--- config.mk ---
export PLATFORM = sky130hd
export DESIGN_NAME = mod_n_counter
export DESIGN_NICKNAME = d
export VERILOG_FILES = /design/src/rtl/mod_counter_pkg.sv /design/src/rtl/mod_n_next.sv /design/src/rtl/mod_n_counter.sv
export SDC_FILE = /design/constraint.sdc
export NUM_CORES = 1
export LEC_CHECK = 0
export CAP_MARGIN = 20
export CORE_AREA = 4 4 41 43
export DETAILED_ROUTE_END_ITERATION = 10
export DIE_AREA = 0 0 45 47
export HOLD_SLACK_MARGIN = 0.1
export PLACE_DENSITY_LB_ADDON = 0.15
export SYNTH_ARGS = -nofsm -noshare
export SYNTH_HDL_FRONTEND = slang
export SYNTH_SLANG_ARGS = --single-unit
--- constraint.sdc ---
create_clock -name clk -period 3.85 [get_ports clk]
set_input_delay 0.77 -clock clk [delete_from_list [all_inputs] [get_ports clk]]
set_output_delay 0.77 -clock clk [all_outputs]
set_load 0.1 [all_outputs]
--- src/rtl/mod_counter_pkg.sv ---
// Shared constants and helpers for the modulo-N counter.
// Pure package: no state, no latency, no flow control.
package mod_counter_pkg;

    localparam logic CNT_UP = 1'b1;
    localparam logic CNT_DN = 1'b0;

    // Supports counters up to 32 bits; callers narrow the result to their width.
    function automatic logic [31:0] bin2gray(input logic [31:0] bin);
        return bin ^ (bin >> 1);
    endfunction

endpackage

--- src/rtl/mod_n_next.sv ---
// Next-count and wrap-condition logic for a modulo-N up/down counter.
// Purely combinational, zero latency; no flow control.
module mod_n_next
    import mod_counter_pkg::*;
#(
    parameter int WIDTH   = 4,
    parameter int MODULUS = 10
) (
    input  logic [WIDTH-1:0] q,
    input  logic             up_dn,
    output logic [WIDTH-1:0] nxt,
    output logic             wrap_cond
);

    localparam logic [WIDTH-1:0] MAXV = WIDTH'(MODULUS - 1);

    // Explicit terminal compare also covers MODULUS = 2**WIDTH, where it
    // coincides exactly with the natural binary rollover.
    always_comb begin
        nxt       = q;
        wrap_cond = 1'b0;
        if (up_dn == CNT_UP) begin
            if (q == MAXV) begin
                nxt       = '0;
                wrap_cond = 1'b1;
            end else begin
                nxt = q + 1'b1;
            end
        end else begin
            if (q == '0) begin
                nxt       = MAXV;
                wrap_cond = 1'b1;
            end else begin
                nxt = q - 1'b1;
            end
        end
    end

endmodule

--- src/rtl/mod_n_counter.sv ---
// Modulo-N up/down counter with clear, range-checked load, Gray and wrap outputs.
// q/wrap/load_err update one cycle after the controlling edge; qb/q_gray/tc are combinational.
// No backpressure: one action (reset > clr > load > en > hold) is applied every edge.
module mod_n_counter
    import mod_counter_pkg::*;
#(
    parameter int WIDTH   = 4,
    parameter int MODULUS = 10
) (
    input  logic             clk,
    input  logic             reset,
    input  logic             en,
    input  logic             up_dn,
    input  logic             clr,
    input  logic             load,
    input  logic [WIDTH-1:0] load_val,
    output logic [WIDTH-1:0] q,
    output logic [WIDTH-1:0] qb,
    output logic [WIDTH-1:0] q_gray,
    output logic             tc,
    output logic             wrap,
    output logic             load_err
);

    if (WIDTH < 1 || WIDTH > 32 || MODULUS < 2 ||
        longint'(MODULUS) > (longint'(1) << WIDTH)) begin : g_bad_param
        $error("mod_n_counter: need 2 <= MODULUS <= 2**WIDTH and 1 <= WIDTH <= 32");
    end

    // One extra bit so MODULUS = 2**WIDTH is representable for the load check.
    localparam logic [WIDTH:0] MOD_EXT = (WIDTH + 1)'(MODULUS);

    logic [WIDTH-1:0] nxt;
    logic             wrap_cond;

    mod_n_next #(
        .WIDTH   (WIDTH),
        .MODULUS (MODULUS)
    ) u_next (
        .q         (q),
        .up_dn     (up_dn),
        .nxt       (nxt),
        .wrap_cond (wrap_cond)
    );

    always_ff @(posedge clk) begin
        if (reset) begin
            q        <= '0;
            wrap     <= 1'b0;
            load_err <= 1'b0;
        end else begin
            wrap     <= 1'b0;
            load_err <= 1'b0;
            if (clr) begin
                q <= '0;
            end else if (load) begin
                if ({1'b0, load_val} < MOD_EXT) begin
                    q <= load_val;
                end else begin
                    load_err <= 1'b1;
                end
            end else if (en) begin
                q    <= nxt;
                wrap <= wrap_cond;
            end
        end
    end

    assign qb     = ~q;
    assign q_gray = WIDTH'(bin2gray(32'(q)));
    assign tc     = wrap_cond;

endmodule
==> Yosys cells after proc, flatten, opt, wreduce, memory -nomap -nowiden <==
Index checks and enable logic that the tools add are counted.
{ "totals": {"inputBits": 10, "output_inout_bits": 15, "reg_bits": 6, "word_cells": 28} }
{ "classes": {"addsub": 2, "bitwise_logic": 4, "muxes": 10, "n_lt_le_gt_ge": 1, "n_eq_ne": 2, "reduce_logical": 6} }
{ "ops": {"columns": ["operator", "count"], "rows": [
  ["$mux W4", 6],
  ["$add A4 B1 Y4 const B", 1],
  ["$eq A4 B4 Y1 const B", 1],
  ["$logic_not A4 Y1", 1],
  ["$lt A4 B4 Y1 const B", 1],
  ["$mux W1", 4],
  ["$not A4 Y4", 1],
  ["$reduce_or A4 Y1", 1],
  ["$sub A4 B1 Y4 const B", 1],
  ["$xor A4 B3 Y4", 1],
  ["$reduce_or A3 Y1", 1],
  ["$ne A2 B1 Y1 const B", 1],
  ["$not A1 Y1", 2],
  ["$reduce_and A2 Y1", 1],
  ["$reduce_bool A2 Y1", 1],
  ["$reduce_or A2 Y1", 1]
]} }

==> Depth between registers and ports, before layout <==
Gate-level depths: netlist of run 1.
{ "depth": {"depth_word": 5, "mapped_depth": 6, "mapped_depth_nobuf": 6} }

==> Modules after synthesis <==
Synthesis of run 1 repeated with hierarchy kept, for this count alone.
{ "hier_totals": {"hier_cells": 64, "area_unflattened_um2": 520.5} }
{ "by_module_without_submodules": {"columns": ["module", "cells_per_inst", "seq_area_each_um2", "area_each_um2", "instances"], "rows": [
  ["mod_n_counter", 38, 120.1, 336.6, 1],
  ["mod_n_next", 26, 0.0, 183.9, 1]
]} }

==> Least setup slack after synthesis of run 1 <==
Ideal clock, no wire load.
{ "synth_path": {"path_type": "reg2out", "startpoint": "reg q[1]", "endpoint": "out tc", "setup_slack_ps": -995, "path_stages_with_launch": 5, "required_ps": 3080, "t_arrival_ps": 4075, "path_cell_list": "dfxtp_1 inv_1 ha_1 nand2_1 o21ai_0"} }
{ "synth_between": {"elab_chain_len": 3, "elab_cells_between_ends": 5} }
{ "synth_rtl": {"columns": ["element", "line_no", "source"], "rows": [
  ["start, declared", "mod_n_counter.sv:17", "output logic [WIDTH-1:0] q,"],
  ["start signal, assigned", "mod_n_counter.sv:58", "q <= load_val;"],
  ["start signal, assigned", "mod_n_counter.sv:63", "q <= nxt;"],
  ["$eq A4 B4 Y1 / $logic_not A4 Y1 (equally long branches)", "mod_n_next.sv:23, mod_n_next.sv:30", null],
  ["$mux W1 (on tied branches)", "mod_n_next.sv:23, mod_n_next.sv:30", null],
  ["$mux W1 (*)", "mod_n_next.sv:22", "if (up_dn == CNT_UP) begin"],
  ["end, declared", "mod_n_counter.sv:20", "output logic tc,"]
]} }
Every way passes the cells marked *; elsewhere a longest branch is shown, timed or not.

==> Worst setup path after layout of run 1 <==
{ "layout_path": {"startpoint": "in up_dn", "endpoint": "out tc"} }
{ "layout_between": {"elab_chain_len": 1} }
{ "layout_rtl": {"columns": ["element", "line_no", "source"], "rows": [
  ["start, declared", "mod_n_counter.sv:13", "input logic up_dn,"],
  ["$mux W1", "mod_n_next.sv:22", null]
]} }
No other way between the ends.

==> results of run 1 <==
[registers in the layout, summed over array words and instances, names as in the netlist]
signal    flops
wrap          1
q             4
load_err      1
[per-stage QoR]
step           power, W  setup WS (ns)
6_report       0.000260           1.10
5_1_grt        0.000274           1.03
3_5_place_dp   0.000203           1.11
4_1_cts        0.000263           1.11
3_3_place_gp   0.000203           1.14
2_1_floorplan  0.000173          0.221
[synth_stat cells]
| library cell | instances | share of area (%) |
|---|---|---|
| a21boi_0 | 2 | 3.0 |
| buf_4 | 1 | 1.5 |
| xnor2_1 | 2 | 3.4 |
| dfxtp_1 | 6 | 24 |
| a221oi_1 | 1 | 1.7 |
| clkbuf_1 | 1 | 0.74 |
| ha_1 | 8 | 20 |
| o221ai_1 | 1 | 1.7 |
| o31ai_1 | 1 | 1.5 |
| buf_6 | 1 | 2.2 |
| a21bo_1 | 1 | 2.0 |
| o221a_1 | 1 | 2.2 |
| nor2_1 | 3 | 2.2 |
| o21ba_2 | 1 | 2.0 |
| a32o_1 | 2 | 3.9 |
| or2_2 | 1 | 1.2 |
| a21oi_1 | 4 | 3.9 |
| a221o_1 | 1 | 2.0 |
| o21ai_0 | 3 | 3.0 |
| inv_1 | 5 | 3.7 |
| nor2b_1 | 1 | 1.2 |
| nand2_1 | 7 | 5.2 |
| nand2b_1 | 1 | 1.2 |
| nor3b_1 | 1 | 1.5 |
| o21a_1 | 1 | 1.5 |
| o22ai_1 | 1 | 1.2 |
| nor3_1 | 2 | 2.0 |
| nand3_1 | 1 | 0.98 |
[power groups by stage]
| stage | clock, W | combinational (W) | sequential, W |
|---|---|---|---|
| final | 0.0000583 | 0.000133 | 0.0000687 |
| after global routing | 0.0000660 | 0.000139 | 0.0000692 |
| after CTS | 0.0000607 | 0.000133 | 0.0000688 |
| after detailed placement | 0 | 0.000133 | 0.0000699 |
| after global placement | 0 | 0.000133 | 0.0000699 |
| after floorplan | 0 | 0.0000857 | 0.0000875 |
[per-layer routing]
layer | global-route usage (%) | vias up | part of all wire (%)
li1 | - | 266 | -
met1 | 16.2 | 227 | 48
met2 | 18.9 | 16 | 42
met3 | 8.43 | 5 | 7.5
met4 | 7.02 | 0 | 1.7
met5 | 0 | - | 0
[final cells by class]
cell class	instances	area (um^2)	area share, %
clock buffers	3	22.5	2.96
inverters	5	18.8	2.47
multi-input cells	47	350	46.1
flip-flops and latches	6	120	15.8
well taps	15	18.8	2.47
repair buffers	24	230	30.3
[kinds of logic after synthesis]
kind of cell | count (synthesis) | synth area share (%)
AOI/OAI and AO/OA | 20 | 29.6
and+or+nand+nor | 17 | 15.5
adders and majority gates | 8 | 19.7
buffers and inverters | 8 | 8.13
DFF | 6 | 23.6
xor gates and xnor gates | 2 | 3.45
[worst min-delay path: stages, from the launching register on]
cell and delay, ns:
dfxtp_1 0.38, nand2_1 0.09, a21oi_1 0.06
[final timing paths]
kind	start	endpoint	slack, ns	depth (start not counted)
setup / recovery	up_dn	tc	1.10	4
setup reg to reg	q[2]$_SDFFE_PP0P_	q[2]$_SDFFE_PP0P_	2.21	6
hold / removal	q[0]$_SDFFE_PP0P_	q[0]$_SDFFE_PP0P_	0.57	2
hold reg to reg	q[0]$_SDFFE_PP0P_	q[0]$_SDFFE_PP0P_	0.57	2
==> impl_metrics.py, run 1 <==
metrics = {
    "status": {
        "outcome": "complete, no violations",
    },
    "cts": {
        "root_buffer": "clkbuf_4",
        "cts_resized": 0,
        "clkSinkCount": 6,
        "clk_latency_ns": 0.25,
        "numCtsBuffers": 3,
        "clk_pin_slew_ns": 0.04,
        "cts_setup_buffers": 0,
        "cts_tree": "built",
        "clockBufferDepth": 2,
        "htreeDepth": 1,
        "hold_buffers": 0,
    },
    "floorplan": {
        "io_pins": 25,
        "dieHeight_um": 47,
        "row_count": 13,
        "fp.dieW_um": 45,
        "die_area_mm2": 0.00212,
        "core-area_mm2": 0.00130,
        "initial_core_util_pct": 39.0,
    },
    "route": {
        "postRouteAntennaNets": 0,
        "vias": 514,
        "vias_per_cell": 5.14,
        "wl_per_cell_um": 12.7,
        "first_pass_iters": 4,
        "totalWireLength_um": 1270,
        "first_iter_violations": 3,
        "drc": 0,
    },
    "layout": {
        "final_cell_mix": "clkdlybuf4s50_1 (20), ha_1 (8), nand2_1 (7), dfxtp_1 (6), inv_1 (5)",
        "fill_cells": 134,
        "final_layout_size_suffix_gt1_share_pct": 11.8,
        "area.growth.synth_to_final_pct": 49.8,
        "nets": 105,
        "final_common_cell": "clkdlybuf4s50_1",
        "final_cell_area_um2": 761,
        "final_cell_count_no_fill": 100,
        "antenna-diode-count": 0,
        "final_core_utilization_pct": 58.5,
    },
    "placement": {
        "gp_congestion": 0.740,
        "place_inst": 97,
        "dpl_cell_area_um2": 738,
        "hpwl_um": 978,
        "port_buffers": 24,
    },
    "sta": {
        "fin_crit_sh_pct": 71.5,
        "whs_ns": 0.575,
        "worstMarginPinSlew_ns": 0.969,
        "relSlewSlack_pct": 35.2,
        "final_hold_viol_count": 0,
        "rsz0062_at_grt": "no",
        "layout_min_cycle_time_ns": 2.75,
        "max_freq_ghz": 0.363,
        "finalSetupViolations": 0,
        "skew_ns": 0.00233,
        "finalSetupTns_ns": 0,
        "drv_slew": 0,
    },
    "synth": {
        "postSynthNetCount": 79,
        "avgSynthCellArea_um2": 8.33,
        "ys_types": 28,
        "ys_ff_latch": 6,
        "syn_inst": 61,
        "yosys_warnings": 0,
        "netlist_area_um2": 508,
        "synth-seq-area-share_pct": 23.6,
    },
    "pwr": {
        "switching_share_pct": 47.4,
        "peakVddDrop_v": 0.000164,
        "p_leak_nw": 0.318,
        "comb_power_share_pct": 51.2,
        "p_per_area_mw_per_mm2": 342,
        "p_int_w": 0.000137,
        "seq_power_share_pct": 26.4,
        "pwr-share-clk_pct": 22.4,
        "power.switching_w": 0.000123,
    },
    "worst_setup_path": {
        "startpoint_type": "primary input",
        "cp_slowest_cell": "clkdlybuf4s50_1",
        "critical_path_class": "in2out",
        "cp.arrival_ns": 1.98,
        "cp_top_family": "buffers and inverters",
        "path_cells": "clkdlybuf4s50_1 -> nand3_1 -> o21ai_2 -> buf_4",
        "max_stage_delay_ns": 0.65,
        "path_buf_inv": 2,
        "cp_max_fo": 9,
        "endpoint_kind": "output port",
        "critPathRequiredTime_ns": 3.08,
    },
    "global_routing": {
        "track_usage_pct": 13.6,
        "grt_pass1_wl_um": 1970,
        "grt_max_degree": 10,
        "grt_antenna_before_repair": 0,
        "first_global_vias": 459,
        "overflow": 0,
    },
    "flow_run": {
        "cap_violations": 0,
    },
    "hold_path": {
        "hold_path.class": "reg2reg",
    },
}
No activity file was read; power rests on OpenSTA's default activity.
==> run 2, diff against run 1 <==
--- a/config.mk
+++ b/config.mk
@@ -6,9 +6,9 @@
 export NUM_CORES = 1
 export LEC_CHECK = 0
 export CAP_MARGIN = 20
-export CORE_AREA = 4 4 41 43
+export CORE_MARGIN = 4
+export CORE_UTILIZATION = 38
 export DETAILED_ROUTE_END_ITERATION = 10
-export DIE_AREA = 0 0 45 47
 export HOLD_SLACK_MARGIN = 0.1
 export PLACE_DENSITY_LB_ADDON = 0.15
 export SYNTH_ARGS = -nofsm -noshare
==> constraint.sdc (replaced) <==
create_clock -name clk -period 2.9 [get_ports clk]
set_input_delay 0.58 -clock clk [delete_from_list [all_inputs] [get_ports clk]]
set_output_delay 0.58 -clock clk [all_outputs]
set_load 0.1 [all_outputs]
==> run 2 against run 1 <==
- power rose by 35%
- register-to-register slack worse by 0.94 ns
- global-route usage grew 0.42 points
- largest cell class unchanged
- clock skew fell by 0.0020 ns
- sequential power grew 36%
- largest power group unchanged
- highest routed layer is now met3
- cell count decreased by 1.0%
- non-clock buffer count stayed put
- critical path type unchanged
- clock power grew 30%
- critical endpoint unchanged
==> impl_metrics.py, run 2 (synthesis results as in run 1) <==
metrics = {
    "layout": {
        "final_cell_area_um2": 772,
        "area.growth.synth_to_final_pct": 52.0,
        "antenna-diode-count": 0,
        "largest_reg_flops": 4,
        "final_common_cell": "buf_4",
        "nets": 105,
        "fill_cells": 103,
        "final_layout_size_suffix_gt1_share_pct": 37.6,
        "reg.largest.list": "q: 4 flops, load_err: 1 flops, wrap: 1 flops",
        "final_cell_count_no_fill": 99,
        "final_cell_mix": "buf_4 (14), clkdlybuf4s50_1 (9), nand2_1 (7), ha_1 (5)",
        "top_register": "q",
    },
    "cts": {
        "htreeDepth": 1,
        "cts_tree": "built",
        "clk_pin_slew_ns": 0.04,
        "clk_latency_ns": 0.24,
        "cts_setup_buffers": 0,
        "root_buffer": "clkbuf_4",
        "clockBufferDepth": 2,
        "numCtsBuffers": 3,
        "cts_resized": 0,
        "hold_buffers": 0,
        "clkSinkCount": 6,
    },
    "worst_setup_path": {
        "critPathRequiredTime_ns": 2.32,
        "cp_max_fo": 9,
        "endpoint_kind": "output port",
        "startpoint_type": "primary input",
        "cp.arrival_ns": 1.72,
        "critical_path_class": "in2out",
        "r2r_slack_ns": 1.27,
    },
    "floorplan": {
        "dieHeight_um": 44.6,
        "fp.dieW_um": 44.6,
        "initial_core_util_pct": 42.8,
        "row_count": 12,
        "io_pins": 25,
        "core-area_mm2": 0.00119,
        "die_area_mm2": 0.00199,
    },
    "route": {
        "totalWireLength_um": 1290,
        "first_iter_violations": 10,
        "drc": 0,
        "vias": 522,
        "vias_per_cell": 5.27,
        "wl_per_cell_um": 13.0,
        "drt-met1-wl_um": 557,
        "dr_wl_met2_um": 593,
        "met3WireLength_um": 139,
        "first_pass_iters": 4,
        "top_layer": "met3",
        "postRouteAntennaNets": 0,
    },
    "placement": {
        "hpwl_um": 1010,
        "port_buffers": 24,
        "gp_congestion": 0.750,
        "dpl_cell_area_um2": 749,
        "place_inst": 96,
    },
    "sta": {
        "relSlewSlack_pct": 63.7,
        "finalSetupViolations": 0,
        "skew_ns": 0.000346,
        "layout_min_cycle_time_ns": 2.30,
        "whs_ns": 0.537,
        "fin_crit_sh_pct": 79.2,
        "drv_slew": 0,
        "finalSetupTns_ns": 0,
        "worstMarginPinSlew_ns": 0.544,
        "max_freq_ghz": 0.435,
        "final_hold_viol_count": 0,
        "rsz0062_at_grt": "no",
    },
    "global_routing": {
        "grt_antenna_before_repair": 0,
        "first_global_vias": 459,
        "track_usage_pct": 14.0,
        "grt_pass1_wl_um": 2010,
        "overflow": 0,
        "grt_max_degree": 10,
    },
    "pwr": {
        "peakVddDrop_v": 0.000265,
        "p_leak_nw": 0.329,
        "p_per_area_mw_per_mm2": 454,
    },
    "status": {
        "outcome": "complete, no violations",
    },
    "flow_run": {
        "cap_violations": 0,
    },
    "hold_path": {
        "hold_path.class": "reg2reg",
    },
}
## run 2: cell count changes in the layout (fill, tap and decap cells not counted), sizes merged
| cell | change |
|---|---|
| inv | -4 |
| clkdlybuf4s50 | -11 |
| clkinvlp | +4 |
| buf | +11 |
## run 2: worst paths after layout
kind,cells after the start,to,start
max reg2reg,6,q[2]$_SDFFE_PP0P_,q[2]$_SDFFE_PP0P_
min reg2reg,2,q[0]$_SDFFE_PP0P_,q[0]$_SDFFE_PP0P_
min,2,q[0]$_SDFFE_PP0P_,q[0]$_SDFFE_PP0P_
max,4,tc,up_dn
## run 2: worst max-delay path, cell delays in order
cell,delay [ns]
clkdlybuf4s50_1,0.64
nand3_1,0.17
o21ai_2,0.12
buf_12,0.20
## run 2: where the power goes
group	total [W]	internal (W)	switching, W
Sequential	0.0000934	0.0000870	0.00000642
Clock	0.0000758	0.0000467	0.0000291
Combinational	0.000181	0.0000518	0.000129
## run 2: metrics by stage
| step | power (W) | utilization [%] | setup WS [ns] |
|---|---|---|---|
| floorplan | 0.000235 | - | 0.0928 |
| global placement | 0.000275 | 63.2 | 0.649 |
| detailed placement | 0.000276 | 63.2 | 0.604 |
| CTS | 0.000356 | 65.1 | 0.602 |
| global route | 0.000370 | 65.1 | 0.531 |
| finish | 0.000350 | 65.1 | 0.603 |
## run 2: layout make-up
cell class	instances	area, um^2	share of cell area [%]
inverters	5	33.8	4.38
well taps	14	17.5	2.27
repair buffers	24	215	27.9
clock buffers	3	22.5	2.92
flip-flops and latches	6	125	16.2
multi-input cells	47	358	46.4
## run 2: routing by layer
layer | track usage (%) | up-vias
met4 | 1.81 | 0
met1 | 17.0 | 232
met5 | 0 | -
met2 | 21.8 | 22
li1 | - | 268
met3 | 8.13 | 0
